$ cat src/rtl/snn_pkg.sv
// Shared constants for the spiking-network blocks: synapse FSM encoding,
// default timing parameters and the decay arithmetic.
package snn_pkg;

  localparam logic [1:0] ST_IDLE    = 2'd0;
  localparam logic [1:0] ST_REFRACT = 2'd1;
  localparam logic [1:0] ST_DECAY   = 2'd2;

  localparam int         REFRACT_CYCLES_DEF = 4;
  localparam int         DECAY_PERIOD_DEF   = 8;
  localparam logic [7:0] WEIGHT_RST_DEF     = 8'h10;

  // One decay step. The minimum step of 1 guarantees that a non-zero
  // current always reaches zero eventually, whatever the shift.
  function automatic logic [7:0] decay_step(input logic [7:0] cur, input logic [2:0] shift);
    logic [7:0] d;
    d = cur >> shift;
    if (d == 8'd0 && cur != 8'd0) d = 8'd1;
    return cur - d;
  endfunction

endpackage

$ cat src/rtl/tick_prescaler.sv
// Free-running 0..PERIOD-1 counter; tick is high on the terminal count while enabled.
module tick_prescaler #(
  parameter int PERIOD = 8
) (
  input  logic clk,
  input  logic rst_n,
  input  logic clr,
  input  logic en,
  output logic tick
);

  localparam int             CW   = $clog2(PERIOD);
  localparam logic [CW-1:0]  LAST = CW'(PERIOD - 1);

  logic [CW-1:0] count;

  assign tick = en && (count == LAST);

  // NOTE: state registers use non-blocking assignments so every flop samples
  // the pre-edge values of its neighbours, independent of statement order.
  always_ff @(posedge clk or negedge rst_n) begin
    if (!rst_n)          count <= '0;
    else if (clr || tick) count <= '0;
    else if (en)         count <= count + CW'(1);
  end

endmodule

$ cat src/rtl/spike_synapse.sv
// Synapse: weighted spike accumulation with refractory window and exponential decay.
module spike_synapse
  import snn_pkg::*;
#(
  parameter int         REFRACT_CYCLES = REFRACT_CYCLES_DEF,
  parameter int         DECAY_PERIOD   = DECAY_PERIOD_DEF,
  parameter logic [7:0] WEIGHT_RST     = WEIGHT_RST_DEF
) (
  input  logic       clk,
  input  logic       rst_n,
  input  logic       spike_in,
  input  logic [7:0] weight_in,
  input  logic       weight_load,
  input  logic [2:0] decay_shift,
  output logic [7:0] current_out,
  output logic       busy,
  output logic       refractory,
  output logic       dropped,
  output logic       saturated
);

  localparam int            RW      = $clog2(REFRACT_CYCLES + 1);
  localparam logic [RW-1:0] RC_LOAD = RW'(REFRACT_CYCLES - 1);

  logic [1:0]    state, state_next;
  logic [RW-1:0] refr_cnt, refr_next;
  logic [7:0]    weight, current_next;
  logic [8:0]    sum;
  logic          accept, tick;

  // NOTE: every variable assigned in this block gets a default first, so no
  // path can leave it unassigned and infer a latch.
  always_comb begin
    accept       = spike_in && (state != ST_REFRACT);
    sum          = {1'b0, current_out} + {1'b0, weight};
    current_next = current_out;
    state_next   = state;
    refr_next    = refr_cnt;
    if (accept) begin
      // An accepted spike wins over a coincident decay step.
      current_next = sum[8] ? 8'hFF : sum[7:0];
      state_next   = ST_REFRACT;
      refr_next    = RC_LOAD;
    end else begin
      if (tick) current_next = decay_step(current_out, decay_shift);
      case (state)
        ST_IDLE: ;
        ST_REFRACT: begin
          if (refr_cnt == '0) state_next = (current_next != 8'd0) ? ST_DECAY : ST_IDLE;
          else                refr_next  = refr_cnt - RW'(1);
        end
        ST_DECAY: if (current_next == 8'd0) state_next = ST_IDLE;
        default: state_next = ST_IDLE;
      endcase
    end
  end

  tick_prescaler #(.PERIOD(DECAY_PERIOD)) u_prescaler (
    .clk   (clk),
    .rst_n (rst_n),
    .clr   (accept || (state_next == ST_IDLE)),
    .en    (state != ST_IDLE),
    .tick  (tick)
  );

  // Status outputs are registered from the next state so they line up with state.
  always_ff @(posedge clk or negedge rst_n) begin
    if (!rst_n) begin
      state       <= ST_IDLE;
      refr_cnt    <= '0;
      weight      <= WEIGHT_RST;
      current_out <= 8'd0;
      busy        <= 1'b0;
      refractory  <= 1'b0;
      dropped     <= 1'b0;
      saturated   <= 1'b0;
    end else begin
      state       <= state_next;
      refr_cnt    <= refr_next;
      current_out <= current_next;
      if (weight_load) weight <= weight_in;
      busy        <= (state_next != ST_IDLE);
      refractory  <= (state_next == ST_REFRACT);
      dropped     <= spike_in && (state == ST_REFRACT);
      saturated   <= accept && sum[8];
    end
  end

endmodule

$ cat config.mk
export PLATFORM = sky130hd
export DESIGN_NAME = spike_synapse
export DESIGN_NICKNAME = d
export VERILOG_FILES = /design/src/rtl/snn_pkg.sv /design/src/rtl/tick_prescaler.sv /design/src/rtl/spike_synapse.sv
export SDC_FILE = /design/constraint.sdc
export NUM_CORES = 1
export LEC_CHECK = 0
export CORE_ASPECT_RATIO = 0.7
export CORE_MARGIN = 3
export CORE_UTILIZATION = 61
export DETAILED_ROUTE_END_ITERATION = 8
export PLACE_DENSITY = 0.86
export SLEW_MARGIN = 0
export SYNTH_ARGS = -nofsm -noshare
export SYNTH_HDL_FRONTEND = slang
export SYNTH_HIERARCHICAL = 1
export SYNTH_SLANG_ARGS = --single-unit
$ cat constraint.sdc
create_clock -name clk -period 7.4 [get_ports clk]
set_clock_uncertainty 0.15 [all_clocks]
set_input_delay 1.48 -clock clk [delete_from_list [all_inputs] [get_ports clk]]
set_output_delay 1.48 -clock clk [all_outputs]
set_load 0.02 [all_outputs]
# Word-level counts from Yosys, hierarchy flattened
# Cells that the tools add are included.
# Widths: inputs -> output; s select.
# word_totals
ram_bits,0
out_inout_bits,12
input_bits,15
regBits,28
wordCells,56
rom_bits,0
memories,0
latchBits,0
# op_classes
n_mul,0
bitwise_logic,0
n_lt_le_gt_ge,0
reduce_logical,19
add_sub_neg,4
div_mod_pow,0
n_eq_ne,6
n_mux,17
n_shift,1
# op_table
cell,count
$mux 8,7
$logic_not 8->1,2
$reduce_bool 8->1,2
$mux 3,5
$add 8x8->9,1
$mux 2,4
$reduce_bool 2->1,4
$shr 8x3->8,1
$sub 8x8->8,1
$pmux 2 s3,1
$logic_and 1x1->1,5
$eq 2x1->1 const B,2
$logic_not 2->1,2
$add 3x1->3 const B,1
$eq 3x3->1 const B,1
$logic_not 3->1,1
$sub 3x1->3 const B,1
$eq 2x2->1 const B,1
$logic_or 1x1->1,2
$ne 2x1->1 const B,1
$ne 2x2->1 const B,1
$reduce_and 2->1,1

# Depth between registers and ports, before layout
# Gate-level depths: netlist of the first run.
# depth
word_depth,18
mapped_depth,17
ltp_nobuf,16

# Hierarchy
# Netlist of the first run, hierarchy kept.
# by_module_without_submodules
mod,seq_area_each_um2,area_each_um2,cells_each,n_inst
spike_synapse,626.9,2178.3,238,1
tick_prescaler,75.1,162.7,13,1

# Worst setup path before layout of the first run
# No wires, ideal clock.
# synth_path
path_kind,in2reg
start,input port decay_shift[1]
end,register u_prescaler.count[0]
stages,15
n_path_buf,1
t_arrival_ns,4.755
setup_time_ns,0.121
path_slack_ns,2.374
required_time_ns,7.129
path_cell_list,clkbuf_1 mux4_2 mux2i_1 nand2_1 o21ai_0 ha_1 inv_1 fa_1 a211oi_1 nor4b_1 o32ai_2 o211ai_2 o32ai_1 nor2_1 a22o_2
# synth_via
elab_chain_len,18
word_cells_on_any_way,21
cone_classes,add/sub: 1; shift: 1; mux: 11; reduce/logical: 8
# synth_rtl
item,line_no,text
from (decl),spike_synapse.sv:14,"input logic [2:0] decay_shift,"
$shr 8x3->8 (*),snn_pkg.sv:17,d = cur >> shift;
$logic_not 8->1,snn_pkg.sv:18,if (d == 8'd0 && cur != 8'd0) d = 8'd1;
$logic_and 1x1->1,snn_pkg.sv:18,
$mux 8 (*),snn_pkg.sv:18,
$mux 8 (*),spike_synapse.sv:45,"if (tick) current_next = decay_step(current_out, decay_shift);"
$mux 8 (*),spike_synapse.sv:39,if (accept) begin
$sub 8x8->8 (*),snn_pkg.sv:19,return cur - d;
$mux 8 (*),spike_synapse.sv:45,
$mux 8 (*),spike_synapse.sv:39,
$reduce_bool 8->1,spike_synapse.sv:49,if (refr_cnt == '0) state_next = (current_next != 8'd0) ? ST_DECAY : ST_IDLE;
$mux 2 (2 in a row),spike_synapse.sv:49,
$pmux 2 s3 (*),spike_synapse.sv:46,case (state)
$mux 2 (*),spike_synapse.sv:39,
$logic_not 2->1 (*),spike_synapse.sv:61,".clr (accept || (state_next == ST_IDLE)),"
$logic_or 1x1->1 (*),spike_synapse.sv:61,
$logic_or 1x1->1 (*),tick_prescaler.sv:23,else if (clr || tick) count <= '0;
$mux 3 or $reduce_bool 2->1 (tied branches),-,
to (signal assigned),tick_prescaler.sv:24,else if (en) count <= count + CW'(1);
to (decl),tick_prescaler.sv:15,logic [CW-1:0] count;
# Mark *: on every way between the ends. The rest lies on a longest branch, timed or not. The select of a mux whose other input is x is not followed.
# A chain may end at the register's enable or synchronous reset.

# Worst setup path in the final report of the first run
# layout_path
start,input port decay_shift[0]
end,register u_prescaler.count[1]
# Same word-level chain as after synthesis.

==> results by group, run 1 <==
Run status
  • Status: finished, final reports clean

CTS
  • CTS tree: done
  • Post_cts resized: 0
  • Root Driver: clkbuf_8
  • Worst-Skew Late Latency: 0.28 ns
  • Hold-fix buffers, CTS: 0
  • H-Tree Depth: 1
  • Setup repair bufs after CTS: 0
  • CTS Sinks: 28
  • Clk pin slew, worst setup/hold paths: 0.09 ns
  • CTS Buf Count: 3
  • Max clock buf depth: 2

Synthesis
  • Unique masters post-synth: 62
  • Syn Area/Cell: 9.33 um^2
  • Register bit count reported by yosys: 28
  • Number of enable flip-flop cells after synthesis: 0
  • Net Count, Synth: 289
  • Mapped Cells: 251
  • Synth top area share: 0.289
  • Synthesized cell area: 2340 um^2
  • Synth warn: 6
  • Synth area leaders: dfrtp_1 (29%), ha_1 (11%), mux2_2 (3.4%), nor2_1 (3.2%), nand2_1 (3.0%)
  • Yosys top cell by area: dfrtp_1
  • Asr flop ratio synth: 1.00
  • Primary FF master, synth: dfrtp_1
  • Seq/Total Area, Yosys: 0.300

Timing
  • Final setup viols: 0
  • Worst-Margin Slew: 0.556 ns
  • Slew headroom: 0.627
  • Min Hold Slack: 0.361 ns
  • Max Freq: 0.170 GHz
  • Crit path time final: 5.88 ns
  • Hold Fails Final Rpt: 0
  • Pins Over Slew Limit: 0
  • Part of the cycle the worst path needs: 0.795
  • Unrepaired setup endpoints after global routing: no
  • Final setup TNS: 0 ns

Global route
  • First-pass GRT wire length: 8940 um
  • Pin count of the biggest net entering global routing: 29
  • All-layer global routing usage: 0.245
  • Number of global-route vias before repair: 1,815
  • Initial antenna violation count: 0
  • Total gr overflow: 0

Cells and area
  • Fraction of layout cells with a size suffix above 1: 0.117
  • Final Core Density: 0.750
  • Commonest non-fill, non-tap cell in the layout: dfrtp_1
  • Post-route cell area: 2700 um^2
  • Synth-to-Final Area Change: 15.5%
  • Fin nets: 313
  • Ant diodes: 0
  • Most frequent cells in the layout: dfrtp_1 (27), clkdlybuf4s50_1 (26), ha_1 (21)

Power
  • Pwr dens: 364 nW/um^2
  • Clock share of power: 0.122
  • Logic gate share of total power: 0.607
  • Switching power: 447 uW
  • P_int: 537 uW
  • Sw Share: 0.455
  • Share of power burned in registers: 0.271
  • Leak Pwr: 0.00115 uW
  • Tot Pwr: 984 uW
  • Max VDD drop: 0.244 mV

Die
  • Core Region: 3600 um^2
  • Die W: 80.0 um
  • Num ports: 27
  • DIE HEIGHT: 57.8 um
  • Die ar.: 4630 um^2
  • Starting Density: 0.650
  • Row Count: 18

Setup path
  • Nature of the critical path endpoint: register
  • CP required: 7.42 ns
  • Arr. time, crit path: 5.90 ns
  • Worst reg2reg setup slack: 2.99 ns
  • Crit Path Category: input pin to register
  • Startpoint types: input pin
  • CP max FO: 13

Detailed routing
  • Post-DRT Antenna Nets: 0
  • Drt wl/cell: 17.0 um
  • Initial DRC count: 143
  • Vias per cell: 6.36
  • DRT Wirelength: 5510 um
  • Post-route DRC: 0
  • Router iterations before antenna repair: 5
  • Number of vias in the routed layout: 2,061

Flow run
  • Maximum capacitance violations: 0

Placement
  • RD Place Congestion: 0.854
  • Post-DP Area: 2630 um^2
  • Dpl hpwl: 4030 um
  • IO buf count: 26

Worst hold path
  • Worst Hold Class: register to register
[routing by layer]
layer  global-route usage  wire [um]  vias up
met2                0.366       2450       75
li1                     -          -      982
met4               0.0410         41        0
met1                0.380       2590      998
met5                    0          0        -
met3               0.0419        430        6
[final timing paths]
check	startpoint	end	cells past startpoint
max	decay_shift[0]	u_prescaler/count[1]	15
min	u_prescaler/count[2]	u_prescaler/count[2]	1
max reg2reg	current_out[1]	u_prescaler/count[1]	14
min reg2reg	u_prescaler/count[2]	u_prescaler/count[2]	1
max in group asynchronous	rst_n	weight[4]	2
min in group asynchronous	rst_n	current_out[6]	2
[logic make-up after synthesis]
group,synth area share
buffers and inverters,0.0390
and+or+nand+nor,0.197
adders and majority gates,0.129
AOI/OAI and AO/OA,0.247
xor gates and xnor gates,0.0225
DFF,0.300
muxes,0.0657
[critical path, cell delays in order]
cell             delay (ns)
clkdlybuf4s50_1        0.74
mux4_2                 0.55
mux2i_1                0.30
nand2_1                0.08
o21ai_0                0.25
ha_1                   0.21
inv_1                  0.05
fa_1                   0.43
a211oi_1               0.40
nor4b_1                0.14
o32ai_2                0.29
o211ai_2               0.17
o32ai_1                0.43
nor2_1                 0.15
a32o_1                 0.23
[sequential cells by signal, summed over array words and instances (netlist names)]
signal,cells
current_out,8
weight,8
refr_cnt,3
u_prescaler/count,3
state,2
busy,1
dropped,1
refractory,1
saturated,1
[power groups by stage]
stage	clock (uW)	combinational, uW	sequential, uW
after floorplan	0	400	276
final	120	597	267
after CTS	122	590	264
after global routing	127	652	273
after detailed placement	0	581	266
after global placement	0	563	266
[metrics by stage]
stage	worst slack, ns	instances
2_1_floorplan	2.37	251
3_3_place_gp	1.55	320
3_5_place_dp	1.31	320
4_1_cts	1.58	324
5_1_grt	1.25	324
6_report	1.52	324
[Yosys cell counts (3+ instances only)]
cell	instances
nor3_1	6
and2_1	5
nor2b_1	5
a21o_1	4
mux2_2	7
inv_1	14
nand2b_1	8
mux2i_1	3
clkbuf_1	4
a21oi_1	8
xnor2_1	3
xor2_1	3
o21ai_0	12
nor2_1	20
nand2_1	19
nor4_1	5
dfrtp_1	27
a31oi_1	4
o211a_1	4
a211oi_1	7
o21a_1	9
ha_1	21
[final cells by class]
type	instances	area [um^2]
well taps	50	62.6
multi-input cells	201	1550
flip-flops and latches	28	702
inverters	14	52.6
clock buffers	3	41.3
fillers	266	900
repair buffers	27	268
clock inverters	1	30.0
(Power assumes the default switching activity.)
==> inputs of run 2 (changes only) <==
- CORE_UTILIZATION: 61 -> 51
- PLACE_DENSITY: 0.86 -> 0.77
- clock period: 7.4 -> 5.3 ns (I/O delays scaled with it)
==> run 2 against run 1 <==
Final area up 0.69%; sequential power rose by 39%; via count decreased by 2.4%; clock-buffer cell count grew 1; first-iteration DRC count increased by 7.7%; cell count is 1.9% higher; critical endpoint is now u_prescaler/count[0]; largest cell class unchanged; largest power group unchanged.
==> results by group, run 2 (synthesis results as in run 1) <==
Run status
  • Status: finished, final reports clean

Power
  • Leak Pwr: 0.00116 uW (+0.87%)
  • Share of power burned in registers: 0.277 (+0.006)
  • Switching power: 622 uW (+39%)
  • Clock share of power: 0.090 (-0.032)
  • Pwr dens: 491 nW/um^2 (+35%)
  • Max VDD drop: 0.355 mV (+45%)
  • P_int: 714 uW (+33%)
  • Tot Pwr: 1340 uW (+36%)
  • Logic gate share of total power: 0.633 (+0.026)
  • Sw Share: 0.466 (+0.0108)

Cells and area
  • Fraction of layout cells with a size suffix above 1: 0.133 (+0.0163)
  • Fin nets: 317 (+1.3%)
  • Commonest non-fill, non-tap cell in the layout: dfrtp_1
  • Post-route cell area: 2720 um^2 (+0.69%)
  • Top flop regs: current_out x8, weight x8
  • Final Core Density: 0.654 (-0.0959)
  • Most frequent cells in the layout: dfrtp_1 (27), clkdlybuf4s50_1 (26), ha_1 (21)
  • Ant diodes: 0 (unchanged)
  • Fill cells: 366 (+38%)
  • Synth-to-Final Area Change: 16.3%

Die
  • Num ports: 27 (unchanged)
  • Die ar.: 5450 um^2 (+18%)
  • Core Region: 4160 um^2 (+15%)
  • Row Count: 19 (+1)
  • Starting Density: 0.563 (-0.0869)
  • DIE HEIGHT: 62.7 um (+8.4%)
  • Die W: 87.0 um (+8.7%)

Setup path
  • WP buf/inv: 3 (+1)
  • Nature of the critical path endpoint: register
  • CP max FO: 11 (-2)
  • Worst reg2reg path endpoint: u_prescaler/count[0]
  • Worst path slowest cell: clkdlybuf4s50_1
  • Most used cell, CP: mux2i_1
  • CP peak stage delay: 0.53 ns (-0.21 ns)
  • Reg2reg start: current_out[1]
  • Arr. time, crit path: 4.90 ns (-1.00 ns)
  • Crit Path Category: input pin to register
  • Worst path cell trace: clkdlybuf4s50_1 -> buf_4 -> mux2i_1 -> mux2i_1 -> mux2i_1 -> nand2_1 -> o21ai_0 -> ha_1 -> inv_1 -> fa_1 -> a21o_1 -> a211oi_1 -> o221a_2 -> o211ai_2 -> o32ai_2 -> nor2_1 -> a22o_2
  • CP required: 5.32 ns (-2.10 ns)
  • CP startpoint: decay_shift[0]
  • R2R depth: 14 (unchanged)
  • Delay-heaviest family, CP: compound AO/OA/AOI/OAI gates
  • Startpoint types: input pin
  • Worst reg2reg setup slack: 1.25 ns (-1.74 ns)
  • WP depth: 17 (+2)
  • Crit path to: u_prescaler/count[0]

Detailed routing
  • Vias per cell: 6.10 (-4.2%)
  • Drt wl/cell: 16.7 um (-1.9%)
  • Post-route DRC: 0 (unchanged)
  • DRT Wirelength: 5510 um (about the same)
  • Number of vias in the routed layout: 2,012 (-2.4%)
  • Initial DRC count: 154 (+7.7%)
  • Router iterations before antenna repair: 4 (-1)
  • Post-DRT Antenna Nets: 0 (unchanged)

Global route
  • First-pass GRT wire length: 9400 um (+5.2%)
  • Number of global-route vias before repair: 1,917 (+5.6%)
  • Pin count of the biggest net entering global routing: 29 (unchanged)
  • Initial antenna violation count: 0 (unchanged)
  • All-layer global routing usage: 0.213 (-0.0318)
  • Total gr overflow: 0 (unchanged)

Flow run
  • Maximum capacitance violations: 0 (unchanged)

Timing
  • Min Hold Slack: 0.365 ns (+0.00395 ns)
  • Worst-Margin Slew: 0.588 ns (+0.0323 ns)
  • Unrepaired setup endpoints after global routing: no
  • Part of the cycle the worst path needs: 0.920
  • Crit path time final: 4.87 ns
  • Max Freq: 0.205 GHz
  • Hold Fails Final Rpt: 0 (unchanged)
  • Slew headroom: 0.605 (-0.0217)
  • Final setup viols: 0 (unchanged)
  • Pins Over Slew Limit: 0 (unchanged)
  • Final setup TNS: 0 ns (unchanged)

CTS
  • Clk pin slew, worst setup/hold paths: 0.10 ns (about the same)
  • Max clock buf depth: 2 (unchanged)
  • H-Tree Depth: 1 (unchanged)
  • CTS Sinks: 28 (unchanged)
  • Root Driver: clkbuf_8
  • Worst-Skew Late Latency: 0.27 ns (about the same)
  • Hold-fix buffers, CTS: 0 (unchanged)
  • CTS tree: done
  • CTS Buf Count: 3 (unchanged)

Worst hold path
  • Hold depth: 1 (unchanged)
  • Worst Hold Class: register to register

Placement
  • RD Place Congestion: 0.856 (+0.22%)
  • Dpl hpwl: 4170 um (+3.5%)
  • Post-DP Area: 2670 um^2 (+1.2%)
  • IO buf count: 26 (unchanged)
run 2: changes by cell type in the layout (fill, tap and decap cells not counted), sizes merged:
| cell | previous run | this run |
|---|---|---|
| clkbuf | 3 | 4 |
| bufinv | 1 | 0 |
| buf | 1 | 5 |
run 2: timing repair:
action	CTS	global route
buffers inserted	0	0
resized for setup	0	2
endpoints found under the setup margin	0	3
run 2: cell type report:
type | instances | area, um^2 | share of cell area
multi-input cells | 201 | 1560 | 0.573
flip-flops and latches | 28 | 702 | 0.258
repair buffers | 31 | 298 | 0.109
well taps | 52 | 65.1 | 0.0239
inverters | 14 | 52.6 | 0.0193
clock buffers | 4 | 45.0 | 0.0165
run 2: metal layers:
metal  global-route usage  wire length [um]  share of wire
met5                    0                 0              0
met4               0.0214                31         0.0056
met3               0.0448               268          0.049
met2                0.318              2400           0.44
met1                0.325              2810           0.51
run 2: power by group through the flow:
stage	Clock (uW)	Combinational (uW)	Sequential [uW]
6_report	120	846	370
5_1_grt	132	944	380
4_1_cts	122	830	368
3_5_place_dp	0	823	373
3_3_place_gp	0	812	371
2_1_floorplan	0	559	385
run 2: stage by stage:
step	setup slack [ns]	std cells
final	0.425	330
after global routing	0.0656	330
after CTS	0.350	330
after detailed placement	0.0543	326
after global placement	0.152	326
after floorplan	0.694	251
run 2: worst min-delay path by stage:
| stage | start | endpoint | slack [ns] |
|---|---|---|---|
| after floorplan | u_prescaler/count[1] | u_prescaler/count[1] | 0.32 |
| after global placement | u_prescaler/count[1] | u_prescaler/count[1] | 0.33 |
| after detailed placement | u_prescaler/count[1] | u_prescaler/count[1] | 0.35 |
| after CTS | u_prescaler/count[1] | u_prescaler/count[1] | 0.37 |
| after global routing | u_prescaler/count[1] | u_prescaler/count[1] | 0.38 |
| final | weight[5] | weight[5] | 0.37 |
run 2: worst register-to-register path: stages, from the launching register on:
cell and delay, ns:
dfrtp_1 0.55, mux4_2 0.52, mux2i_1 0.24, nand2_1 0.08, o21ai_0 0.23, ha_1 0.19, inv_1 0.05, fa_1 0.42
a21o_1 0.18, a211oi_1 0.29, o221a_2 0.25, o211ai_2 0.11, o32ai_2 0.35, nor2_1 0.08, a22o_2 0.26
